<file path="src/rtl/bka_arb_pkg.sv">
// Shared definitions for bka16_share_arb: FSM states, operand width, NREQ bounds check.
// Optional flag outputs are enabled with the BKA_ARB_FLAGS_EN macro.
package bka_arb_pkg;
   localparam int OPW = 16;

   typedef enum logic [1:0] {
      ST_IDLE = 2'd0,
      ST_EXEC = 2'd1,
      ST_HOLD = 2'd2
   } arb_state_t;

   function automatic bit nreq_in_range(input int n);
      return (n >= 2) && (n <= 8);
   endfunction
endpackage

</file>
<file path="src/rtl/bka16_share_arb_adder.sv">
// 16-bit Brent-Kung prefix adder, no carry-in and no carry-out.
module bka16_adder (
   input  logic [15:0] a,
   input  logic [15:0] b,
   output logic [15:0] s
);
   logic [15:0] w_g;
   logic [15:0] w_p;
   logic [15:0] w_p0;

   always_comb begin
      w_p0 = a ^ b;
      w_g  = a & b;
      w_p  = a ^ b;
      // Up-sweep: group generate/propagate at spans 2,4,8,16.
      for (int l = 1; l <= 4; l++) begin
         for (int i = 0; i < 16; i++) begin
            if (((i + 1) % (1 << l)) == 0) begin
               w_g[i] = w_g[i] | (w_p[i] & w_g[i - (1 << (l - 1))]);
               w_p[i] = w_p[i] & w_p[i - (1 << (l - 1))];
            end
         end
      end
      // Down-sweep fills in the remaining prefixes at distances 4,2,1.
      for (int d = 4; d >= 1; d = d / 2) begin
         for (int i = 0; i < 16; i++) begin
            if ((((i + 1) % (2 * d)) == d) && ((i + 1) > (2 * d))) begin
               w_g[i] = w_g[i] | (w_p[i] & w_g[i - d]);
               w_p[i] = w_p[i] & w_p[i - d];
            end
         end
      end
      s    = w_p0;
      for (int i = 1; i < 16; i++) begin
         s[i] = w_p0[i] ^ w_g[i - 1];
      end
   end
endmodule

</file>
<file path="src/rtl/bka16_share_arb_rr_pick.sv">
// Combinational round-robin picker: first valid requester at or after ptr, wrapping.
module rr_pick #(
   parameter int NREQ = 4,
   parameter int IDW  = $clog2(NREQ)
) (
   input  logic [NREQ-1:0] req_valid,
   input  logic [IDW-1:0]  ptr,
   output logic [NREQ-1:0] grant,
   output logic [IDW-1:0]  idx,
   output logic            any_valid
);
   always_comb begin
      grant     = '0;
      idx       = '0;
      any_valid = 1'b0;
      // Scan farthest-first so the closest valid requester is written last and wins.
      for (int k = NREQ - 1; k >= 0; k--) begin
         if (req_valid[(int'(ptr) + k) % NREQ]) begin
            grant = '0;
            grant[(int'(ptr) + k) % NREQ] = 1'b1;
            idx = IDW'((int'(ptr) + k) % NREQ);
            any_valid = 1'b1;
         end
      end
   end
endmodule

</file>
<file path="src/rtl/bka16_share_arb.sv">
// Round-robin sharing of one 16-bit Brent-Kung adder among NREQ requesters.
// Define BKA_ARB_FLAGS_EN to add registered rsp_cout / rsp_ovf outputs.
module bka16_share_arb
   import bka_arb_pkg::*;
#(
   parameter int NREQ = 4,
   parameter int IDW  = $clog2(NREQ)
) (
   input  logic                clk,
   input  logic                rst,
   input  logic [NREQ-1:0]     req_valid,
   output logic [NREQ-1:0]     req_ready,
   input  logic [NREQ*OPW-1:0] req_a,
   input  logic [NREQ*OPW-1:0] req_b,
   output logic                rsp_valid,
   input  logic                rsp_ready,
   output logic [OPW-1:0]      rsp_q,
   output logic [IDW-1:0]      rsp_id,
`ifdef BKA_ARB_FLAGS_EN
   output logic                rsp_cout,
   output logic                rsp_ovf,
`endif
   output logic                busy
);
   if (!nreq_in_range(NREQ)) begin : g_nreq_check
      $error("bka16_share_arb: NREQ must be in 2..8");
   end

   arb_state_t     r_state, w_state_next;
   logic [IDW-1:0] r_ptr, r_gid, r_rsp_id, w_idx, w_ptr_next;
   logic [OPW-1:0] r_a, r_b, r_rsp_q, w_sum;
   logic [NREQ-1:0] w_grant;
   logic           w_any, w_arb_en, w_take, r_rsp_valid;
   logic [OPW-1:0] w_a_arr [NREQ];
   logic [OPW-1:0] w_b_arr [NREQ];

   for (genvar gi = 0; gi < NREQ; gi++) begin : g_unpack
      assign w_a_arr[gi] = req_a[gi*OPW +: OPW];
      assign w_b_arr[gi] = req_b[gi*OPW +: OPW];
   end

   rr_pick #(.NREQ(NREQ), .IDW(IDW)) u_pick (
      .req_valid (req_valid),
      .ptr       (r_ptr),
      .grant     (w_grant),
      .idx       (w_idx),
      .any_valid (w_any)
   );

   bka16_adder u_adder (
      .a (r_a),
      .b (r_b),
      .s (w_sum)
   );

   assign w_ptr_next = (w_idx == IDW'(NREQ - 1)) ? '0 : w_idx + IDW'(1);

   always_comb begin
      w_state_next = r_state;
      w_arb_en     = 1'b0;
      case (r_state)
         ST_IDLE: begin
            w_arb_en = 1'b1;
            if (w_any) w_state_next = ST_EXEC;
         end
         ST_EXEC: w_state_next = ST_HOLD;
         ST_HOLD: begin
            if (rsp_ready) begin
               w_arb_en     = 1'b1;
               w_state_next = w_any ? ST_EXEC : ST_IDLE;
            end
         end
         default: w_state_next = ST_IDLE;
      endcase
      w_take    = w_arb_en & w_any & ~rst;
      req_ready = w_take ? w_grant : '0;
   end

`ifdef BKA_ARB_FLAGS_EN
   logic r_rsp_cout, r_rsp_ovf;
   assign rsp_cout = r_rsp_cout;
   assign rsp_ovf  = r_rsp_ovf;
`endif

   always_ff @(posedge clk) begin
      if (rst) begin
         r_state     <= ST_IDLE;
         r_ptr       <= '0;
         r_gid       <= '0;
         r_a         <= '0;
         r_b         <= '0;
         r_rsp_valid <= 1'b0;
         r_rsp_q     <= '0;
         r_rsp_id    <= '0;
`ifdef BKA_ARB_FLAGS_EN
         r_rsp_cout  <= 1'b0;
         r_rsp_ovf   <= 1'b0;
`endif
      end else begin
         r_state <= w_state_next;
         if (w_take) begin
            r_a   <= w_a_arr[w_idx];
            r_b   <= w_b_arr[w_idx];
            r_gid <= w_idx;
            r_ptr <= w_ptr_next;
         end
         if (r_state == ST_EXEC) begin
            r_rsp_valid <= 1'b1;
            r_rsp_q     <= w_sum;
            r_rsp_id    <= r_gid;
`ifdef BKA_ARB_FLAGS_EN
            r_rsp_cout  <= (r_a[15] & r_b[15]) | ((r_a[15] ^ r_b[15]) & ~w_sum[15]);
            r_rsp_ovf   <= (r_a[15] == r_b[15]) & (w_sum[15] != r_a[15]);
`endif
         end else if ((r_state == ST_HOLD) && rsp_ready) begin
            r_rsp_valid <= 1'b0;
         end
      end
   end

   assign rsp_valid = r_rsp_valid;
   assign rsp_q     = r_rsp_q;
   assign rsp_id    = r_rsp_id;
   assign busy      = (r_state != ST_IDLE);
endmodule

</file>
<file path="config.mk">
export PLATFORM = sky130hd
export DESIGN_NAME = bka16_share_arb
export DESIGN_NICKNAME = d
export VERILOG_FILES = /design/src/rtl/bka_arb_pkg.sv /design/src/rtl/bka16_share_arb_adder.sv /design/src/rtl/bka16_share_arb_rr_pick.sv /design/src/rtl/bka16_share_arb.sv
export SDC_FILE = /design/constraint.sdc
export NUM_CORES = 1
export LEC_CHECK = 0
export CORE_ASPECT_RATIO = 0.5
export CORE_MARGIN = 2
export CORE_UTILIZATION = 27
export DETAILED_ROUTE_END_ITERATION = 10
export RECOVER_POWER = 25
export SYNTH_ARGS = -nofsm -noshare
export SYNTH_HDL_FRONTEND = slang
export SYNTH_SLANG_ARGS = --single-unit
export TNS_END_PERCENT = 10
</file>
<file path="constraint.sdc">
create_clock -name clk -period 5 [get_ports clk]
set_input_delay 1.25 -clock clk [delete_from_list [all_inputs] [get_ports clk]]
set_output_delay 1.25 -clock clk [all_outputs]
set_load 0.01 [all_outputs]
</file>
==> results of run 1 <==
==> cell usage after synthesis, types with 8 or more instances <==
cell      instances
mux2i_1          71
a21oi_1          21
dfxtp_1          57
ha_1             21
a211oi_1          9
fa_1              8
clkbuf_1         13
xnor2_1           8
nand2_1          66
o221ai_2         29
nor2_1           14
inv_1            18
==> placed cells by master, fill, tap and decap left out, drive strengths merged, types with 13 or more instances in the layout <==
| cell | netlist | final |
|---|---|---|
| mux2i | 71 | 71 |
| inv | 18 | 18 |
| clkdlybuf4s50 | 0 | 146 |
| ha | 21 | 21 |
| dfxtp | 57 | 57 |
| clkbuf | 13 | 13 |
| nor2 | 15 | 15 |
| nand2 | 66 | 66 |
| a21oi | 21 | 21 |
| o221ai | 32 | 32 |
==> power by group through the flow <==
| stage | combinational (uW) | sequential, uW | clock (uW) |
|---|---|---|---|
| global route | 901 | 630 | 647 |
| finish | 815 | 618 | 609 |
| CTS | 828 | 620 | 624 |
| global placement | 815 | 627 | 0 |
| detailed placement | 824 | 628 | 0 |
| floorplan | 540 | 611 | 0 |
==> worst register-to-register path, stage by stage, from the launching register on <==
cell and delay (ps):
dfxtp_1 380, ha_1 180, inv_1 50, fa_1 400, nor2b_1 120, o21ai_0 110
a21boi_0 320, o2111ai_1 260, o31ai_1 460, fa_1 280, xnor2_1 130, xnor2_1 130
nand2_1 60, a21oi_1 130
==> metrics by stage <==
stage | instance area [sq um] | setup slack (ps) | hold WS [ps] | utilization
global route | 5980 | 8.43 | 469 | 0.418
finish | 5980 | 130 | 447 | 0.418
detailed placement | 5690 | 119 | 446 | 0.397
floorplan | 3910 | 1130 | 432 | -
global placement | 5690 | 196 | 443 | 0.397
CTS | 5980 | 116 | 453 | 0.418
==> area by class of cell <==
| type | count | share of cell area |
|---|---|---|
| multi-input combinational | 298 | 0.426 |
| timing repair buffer | 170 | 0.281 |
| sequential | 57 | 0.191 |
| clock buffer | 12 | 0.0429 |
| tap | 198 | 0.0414 |
| inverter | 18 | 0.0113 |
| clock inverter | 3 | 0.00669 |
==> flip-flops by register name (all words and copies together) (netlist names) <==
register / cells
rsp_id: 2
r_ptr: 2
rsp_q: 16
rsp_valid: 1
r_a: 16
r_b: 16
r_gid: 2
r_state: 2
==> cells by family after synthesis <==
kind of cell    after synthesis  synth area share
mux                          73             0.195
compound gates               93             0.223
simple gates                 95             0.101
xor+xnor                      8            0.0179
buf+inv                      45            0.0639
fa+ha+maj                    29             0.108
flops                        57             0.292
==> routing by layer <==
metal  routed length (um)  vias up
met5                    0        -
met4                   76        0
met3                  376        9
met2                 5220       78
met1                 5220     1607
li1                     -     1777
==> what timing repair did <==
action / 4_1_cts / 5_1_grt
gates resized for setup: 0 / 1
buffers inserted: 0 / 0
hold buffers: 0 / 0
setup endpoints to repair: 0 / 2
==> final timing paths <==
kind | from | end | slack (ps) | cells past startpoint
worst min register to register | rsp_q[9] | rsp_q[9] | 450 | 2
worst min-delay path | rsp_q[9] | rsp_q[9] | 450 | 2
worst max-delay path | req_valid[3] | req_ready[2] | 130 | 7
worst max register to register | r_a[0] | rsp_q[15] | 1910 | 13
==> impl_results.md, run 1 <==
* Syn_nets at 564
* H-tree levels at 3
* Drc violations at 0
* Yosys warns at 0
* Nets at between 700 and 800
* Busiest layer in global routing: met2
* Peak VDD IR at 0.125 mV
* Pre-Repair DR Iteration Count at 4
* Pint at around 1400 uW
* Cts bufs inserted at 9
* Antenna cell count at 0
* Post-synth cell types at 38
* Switching Share at 0.327
* Tcrit/Tclk final at 0.974
* Mapped Avg Cell Area at between 9 and 10 sq um
* Die Width at approximately 170 um
* Slew Viols, Final at 0
* Final RePlAce weighted congestion at 0.812
* Sink Count at between 50 and 60
* Total congestion overflow at 0
* Final hold vios at 0
* Synth area leaders: dfxtp_1, mux2i_1, o221ai_2
* Drt wl/cell at 14.4 um
* Crit-path leading delay family: buffers and inverters
* Met3 Use GR at 0.0332
* Max_cap viols at 0
* Crit-path most repeated cell: clkdlybuf4s50_1
* Fin crit period at slightly below 5000 ps
* Synth top area share at 0.292
* WL final at 10.9 mm
* Synth area leader: dfxtp_1
* Worst-path cell chain: clkdlybuf4s50_1, mux4_1, nor2b_1, a221oi_1, a211o_1, a21oi_1, clkdlybuf4s50_1
* Initial antenna violation count at 0
* GR met2 Demand/Resource at 0.249
* Kind of critical path: primary input to output port
* Share of cells above drive strength 1 at 0.109
* CTS tree: built
* Worst-path fanout max at 4
* First-pass GRT wire length at 17.5 mm
* Pwr Density at 341 nW/um^2
* Non-Filler Instances at approximately 760
* Synth Register Bits at 57
* Buf+Inv Stages, Crit Path at 2
* Worst EP required at 3750 ps
* Slowest cell delay on critical path at 570 ps
* Leak at approximately 0.0023 uW
* Startpoint types: primary input
* Clock power share at 0.298
* Final setup TNS at 0 ps
* DIE AREA at 15500 sq um
* Filler cells at 1398
* Post-Synthesis Cells at 400
* Vias in the first global route at 3393
* Core Region at 14300 sq um
* Worst min path class: flop to flop
* Area of the multi-input gates at 2550 sq um
* Total area of sequential cells at 1140 sq um
* Via count at 3471
* Async SR Flop Fraction at 0
* Final clock skew at between 4 and 5 ps
* Pin count of the biggest net entering global routing at 68
* Switching Power at 668 uW
* GR Util All Layers at 0.144
* Num ports at 159
* Inst Count DP at between 700 and 800
* Slew at the pin closest to its max-slew limit at 1050 ps
* Die height at between 80 and 90 um
* Clock buffer depth at 2
* Clk slew on worst S/H paths at 50 ps
* Seq/Total Area, Yosys at 0.292
* Via-to-Cell Ratio at 4.59
* Post-DP HPWL at roughly 8.6 mm
* RSZ-0062 raised after global routing: false
* Antenna-violating nets left at 0
* CP endpoint kind: output port
* Slowest cell on crit path: mux4_1
* Area grow syn2layout at 52.8%
* Initial Utilization at 0.273
* PnR Total Power at a little over 2000 uW
* Row count at 31
* Max Fclk at 205 MHz
* Final setup viols at 0
* Synthesized area at 3910 sq um
* Seq pwr share at 0.302
* Dominant register cell in the synthesized netlist: dfxtp_1
* Worst EP arrival at about 3600 ps
* Slew Limit Headroom at 0.298
* 1st-iter DRT viols at ~180
* IO buf count at 158
* Root Buffer: clkbuf_16
* Met1 usage at 0.185
* Worst skew pair latency at between 300 and 400 ps
* Status: completed
* Number of flops mapped to enable cells by yosys at 0
* Combinational share of power at 0.399
(Power assumes the default switching activity.)
==> inputs of run 2 (changes only) <==
- CORE_MARGIN: 2 -> 4
==> impl_results.md, run 2 (synthesized netlist as in run 1, its figures left out) <==
* Cts bufs inserted at 9 (unchanged)
* Max Fclk at 208 MHz (+1.5%)
* Row count at 30 (-3.2%)
* RSZ-0062 raised after global routing: false
* Total area of sequential cells at 1140 sq um (unchanged)
* Worst-path fanout max at 4 (unchanged)
* Most frequent cells in the layout: clkdlybuf4s50_1, mux2i_1, nand2_1
* Util after Layout at 0.433 (+0.0147)
* RR Startpoint: r_ptr[1]
* Worst min path class: flop to flop
* Via-to-Cell Ratio at 4.62 (+0.69%)
* Initial Utilization at 0.283 (+0.00912)
* Share of cells above drive strength 1 at 0.118 (+0.00833)
* Final clock skew at 5.71 ps (+0.920 ps)
* Post-DP HPWL at 9.26 mm (+8.1%)
* Area of the multi-input gates at 2550 sq um (about the same)
* Via count at 3481 (+0.29%)
* CP endpoint kind: output port
* Pwr Density at 342 nW/um^2 (+0.20%)
* Start point of the critical path: req_valid[3]
* WL final at 11.5 mm (+5.0%)
* Slew Viols, Final at 0 (unchanged)
* Initial antenna violation count at 0 (unchanged)
* Sink Count at 57 (unchanged)
* 1st-iter DRT viols at 117 (-35%)
* Leak at 0.00228 uW (+0.30%)
* Pre-Repair DR Iteration Count at 4 (unchanged)
* Slew Limit Headroom at 0.272 (-0.0261)
* H-tree levels at 3 (unchanged)
* Area grow syn2layout at 53.1%
* Non-Filler Instances at 753 (-0.40%)
* Final setup viols at 0 (unchanged)
* Worst hold start: rsp_q[5]
* Final RePlAce weighted congestion at 0.753 (-7.3%)
* Num ports at 159 (unchanged)
* Slew at the pin closest to its max-slew limit at 1090 ps (+39.1 ps)
* Total congestion overflow at 0 (unchanged)
* Kind of critical path: primary input to output port
* Die height at 93.1 um (+4.5%)
* Worst EP arrival at 3550 ps (-70 ps)
* Status: completed
* Worst EP required at 3750 ps (about the same)
* IO buf count at 158 (unchanged)
* Vias in the first global route at 3629 (+7.0%)
* Tcrit/Tclk final at 0.959 (-0.0147)
* Filler cells at 1358 (-2.9%)
* Drt wl/cell at 15.2 um (+5.5%)
* First-pass GRT wire length at 18.2 mm (+4.3%)
* Max_cap viols at 0 (unchanged)
* Antenna-violating nets left at 0 (unchanged)
* Fin crit period at 4800 ps (-73.7 ps)
* Startpoint types: primary input
* DIE AREA at 16600 sq um (+6.9%)
* Antenna cell count at 0 (unchanged)
* Commonest non-fill, non-tap cell in the layout: clkdlybuf4s50_1
* Nets at 720 (+0.28%)
* Inst Count DP at 737 (-0.54%)
* Hold Buf Count CTS at 0 (unchanged)
* Final hold vios at 0 (unchanged)
* Root Buffer: clkbuf_16
* Core Region at 13900 sq um (-3.2%)
* GR Util All Layers at 0.138 (-0.00608)
* Drc violations at 0 (unchanged)
* Worst skew pair latency at 320 ps (about the same)
* CTS tree: built
* Final setup TNS at 0 ps (unchanged)
* Clock buffer depth at 2 (unchanged)
* Clk slew on worst S/H paths at 50 ps (about the same)
* Peak VDD IR at 0.166 mV (+33%)
* Die Width at 178 um (+2.3%)
* Pin count of the biggest net entering global routing at 34 (-50%)
[run 2: changes by cell type in the layout (fill, tap and decap cells not counted)]
cell	change
nor2b_1	-1
clkbuf_8	-1
dlygate4sd3_1	-1
clkinvlp_4	+1
buf_4	+2
clkbuf_1	-1
clkdlybuf4s50_1	+1
nor2b_2	+1
clkinv_2	+2
[run 2: worst max-delay path: stages]
cell,delay [ps]
clkdlybuf4s50_1,410
mux4_1,580
nor2b_2,210
a221oi_1,100
a211o_1,300
a21oi_1,140
clkdlybuf4s50_1,560
[run 2: final timing paths]
kind                  endpoint  slack (ps)  cells past startpoint
setup / recovery  req_ready[2]         200                      7
hold reg to reg       rsp_q[5]         450                      2
setup reg to reg        r_b[1]        1960                      7
hold / removal        rsp_q[5]         450                      2
[run 2: per-stage QoR]
step,hold slack (ps),worst slack [ps],total power (uW),area (sq um)
after floorplan,432,1130,1150,3910
after global placement,443,198,1450,5690
after detailed placement,448,119,1460,5690
after CTS,456,116,2080,5990
after global routing,482,47.0,2190,5990
final,451,204,2050,5990
[run 2: cell type report]
class | instances | share of cell area
repair buffers | 172 | 0.283
well taps | 192 | 0.0401
clock inverters | 6 | 0.00961
inverters | 18 | 0.0113
clock buffers | 10 | 0.0399
flip-flops and latches | 57 | 0.190
multi-input cells | 298 | 0.426
[run 2: repair_timing]
item / CTS / global route
buffers inserted: 0 / 0
gates resized for setup: 0 / 2
endpoints found under the setup margin: 0 / 2
[run 2: where the power goes]
part / switching (uW) / internal (uW) / total [uW]
sequential: 72.1 / 544 / 616
combinational: 401 / 428 / 828
clock: 210 / 395 / 605
total: 683 / 1370 / 2050
[run 2: metal layers]
metal,global-route usage,wire length [um],vias to the layer above
met1,0.178,5290,1622
met5,0,0,-
met4,0.0313,124,0
li1,-,-,1772
met3,0.0368,576,10
met2,0.232,5460,77
==> inputs of run 3 (changes only) <==
- CELL_PAD_IN_SITES_DETAIL_PLACEMENT: unset -> 1
- CELL_PAD_IN_SITES_GLOBAL_PLACEMENT: unset -> 1
- PLACE_DENSITY_LB_ADDON: unset -> 0.1
==> impl_results.md, run 3 (synthesized netlist as in run 1, its figures left out) <==
* Max_cap viols at 0 (unchanged)
* Worst skew pair latency at 320 ps (about the same)
* Met2 routed wirelength at 5.81 mm (+6.3%)
* Die height at 93.1 um (unchanged)
* Clk slew on worst S/H paths at 50 ps (about the same)
* Total area of sequential cells at 1140 sq um (unchanged)
* Cts bufs inserted at 9 (unchanged)
* First-pass GRT wire length at 19.4 mm (+6.2%)
* Antenna-violating nets left at 0 (unchanged)
* Vias in the first global route at 3687 (+1.6%)
* Initial antenna violation count at 0 (unchanged)
* Nets at 717 (-0.42%)
* Post-DP HPWL at 9.84 mm (+6.2%)
* CTS tree: built
* Startpoint types: primary input
* Post-place setup slack at 26.6 ps (-92.8 ps)
* Non-Filler Instances at 749 (-0.53%)
* Worst EP arrival at 3570 ps (+20 ps)
* Antenna cell count at 0 (unchanged)
* Pin count of the biggest net entering global routing at 68 (+100%)
* Via-to-Cell Ratio at 4.68 (+1.2%)
* Leak at 0.00225 uW (-1.3%)
* Most frequent cells in the layout: clkdlybuf4s50_1, mux2i_1, nand2_1
* Kind of critical path: primary input to output port
* CP endpoint kind: output port
* Final setup viols at 0 (unchanged)
* Pre-Repair DR Iteration Count at 4 (unchanged)
* Die Width at 178 um (unchanged)
* Worst EP required at 3750 ps (about the same)
* Via count at 3503 (+0.63%)
* Commonest non-fill, non-tap cell in the layout: clkdlybuf4s50_1
* DIE AREA at 16600 sq um (unchanged)
* Final clock skew at 5.40 ps (-0.304 ps)
* Final hold vios at 0 (unchanged)
* Clock buffer depth at 2 (unchanged)
* Fin crit period at 4820 ps (+21.4 ps)
* RSZ-0062 raised after global routing: false
* Pwr Density at 336 nW/um^2 (-1.8%)
* Area grow syn2layout at 52.1%
* 1st-iter DRT viols at 79 (-32%)
* Share of cells above drive strength 1 at 0.113 (-0.00454)
* Top Metal Used: met4
* DRT met1 WL at 5.74 mm (+8.5%)
* Inst Count DP at 734 (-0.41%)
* Tcrit/Tclk final at 0.964 (+0.00428)
* GR Util All Layers at 0.149 (+0.0106)
* Worst min path class: flop to flop
* Sink Count at 57 (unchanged)
* Row count at 30 (unchanged)
* Core Region at 13900 sq um (unchanged)
* Slew at the pin closest to its max-slew limit at 1150 ps (+57.0 ps)
* R2r setup slk at 1820 ps (-140 ps)
* Root Buffer: clkbuf_16
* Slew Limit Headroom at 0.234 (-0.0380)
* Final RePlAce weighted congestion at 0.829 (+10%)
* Num ports at 159 (unchanged)
* IO buf count at 158 (unchanged)
* Met3 routed WL at 714 um (+24%)
* Max Fclk at 208 MHz (-0.44%)
* Total congestion overflow at 0 (unchanged)
* Final setup TNS at 0 ps (unchanged)
* Worst-path fanout max at 8 (+4)
* PnR Total Power at 2000 uW (-2.4%)
* Initial Utilization at 0.283 (unchanged)
* Status: completed
* H-tree levels at 3 (unchanged)
* Slew Viols, Final at 0 (unchanged)
* Util after Layout at 0.430 (-0.00289)
* Drc violations at 0 (unchanged)
* Setup slack after layout at 182 ps (-21.4 ps)
* Drt wl/cell at 16.5 um (+8.6%)
* Post-CTS Setup Inserts at 0 (unchanged)
* Peak VDD IR at 0.148 mV (-11%)
* Area of the multi-input gates at 2550 sq um (-0.20%)
* Filler cells at 1545 (+14%)
* WL final at 12.4 mm (+8.0%)
* Hold Buf Count CTS at 0 (unchanged)
-- run 3: per-stage QoR --
step | cell area (sq um) | hold slack, ps
6_report | 5950 | 451
5_1_grt | 5950 | 473
4_1_cts | 5960 | 455
3_5_place_dp | 5690 | 448
3_3_place_gp | 5690 | 445
2_1_floorplan | 3910 | 432
-- run 3: layer usage --
metal,track usage,vias up
met5,0,-
met4,0.0287,0
met3,0.0440,8
met2,0.254,86
met1,0.187,1646
li1,-,1763
-- run 3: repair_timing --
action / 4_1_cts / 5_1_grt
resized for setup: 0 / 2
endpoints found under the hold margin: 0 / 0
endpoints found under the setup margin: 0 / 4
-- run 3: critical path, cell delays in order --
cell and delay, ps:
clkdlybuf4s50_1 490, buf_4 150, mux2i_1 90, mux2i_1 490
a221oi_1 110, a211o_1 300, a21oi_1 130, clkdlybuf4s50_1 550
-- run 3: final timing paths --
check / from / end / cells past startpoint
worst max-delay path: req_valid[2] / req_ready[2] / 8
worst min-delay path: rsp_q[6] / rsp_q[6] / 2
worst max register to register: r_a[0] / rsp_q[15] / 13
worst min register to register: rsp_q[6] / rsp_q[6] / 2
-- run 3: final cells by class --
type,count,share of cell area
inverter,18,0.0114
multi-input combinational,298,0.428
sequential,57,0.192
tap,192,0.0404
timing repair buffer,169,0.283
clock buffer,10,0.0402
clock inverter,5,0.00547
-- run 3: power by group --
| group | switching [uW] | internal (uW) |
|---|---|---|
| logic | 402 | 422 |
| clock network | 212 | 343 |
| registers | 76.8 | 544 |
| total | 690 | 1310 |
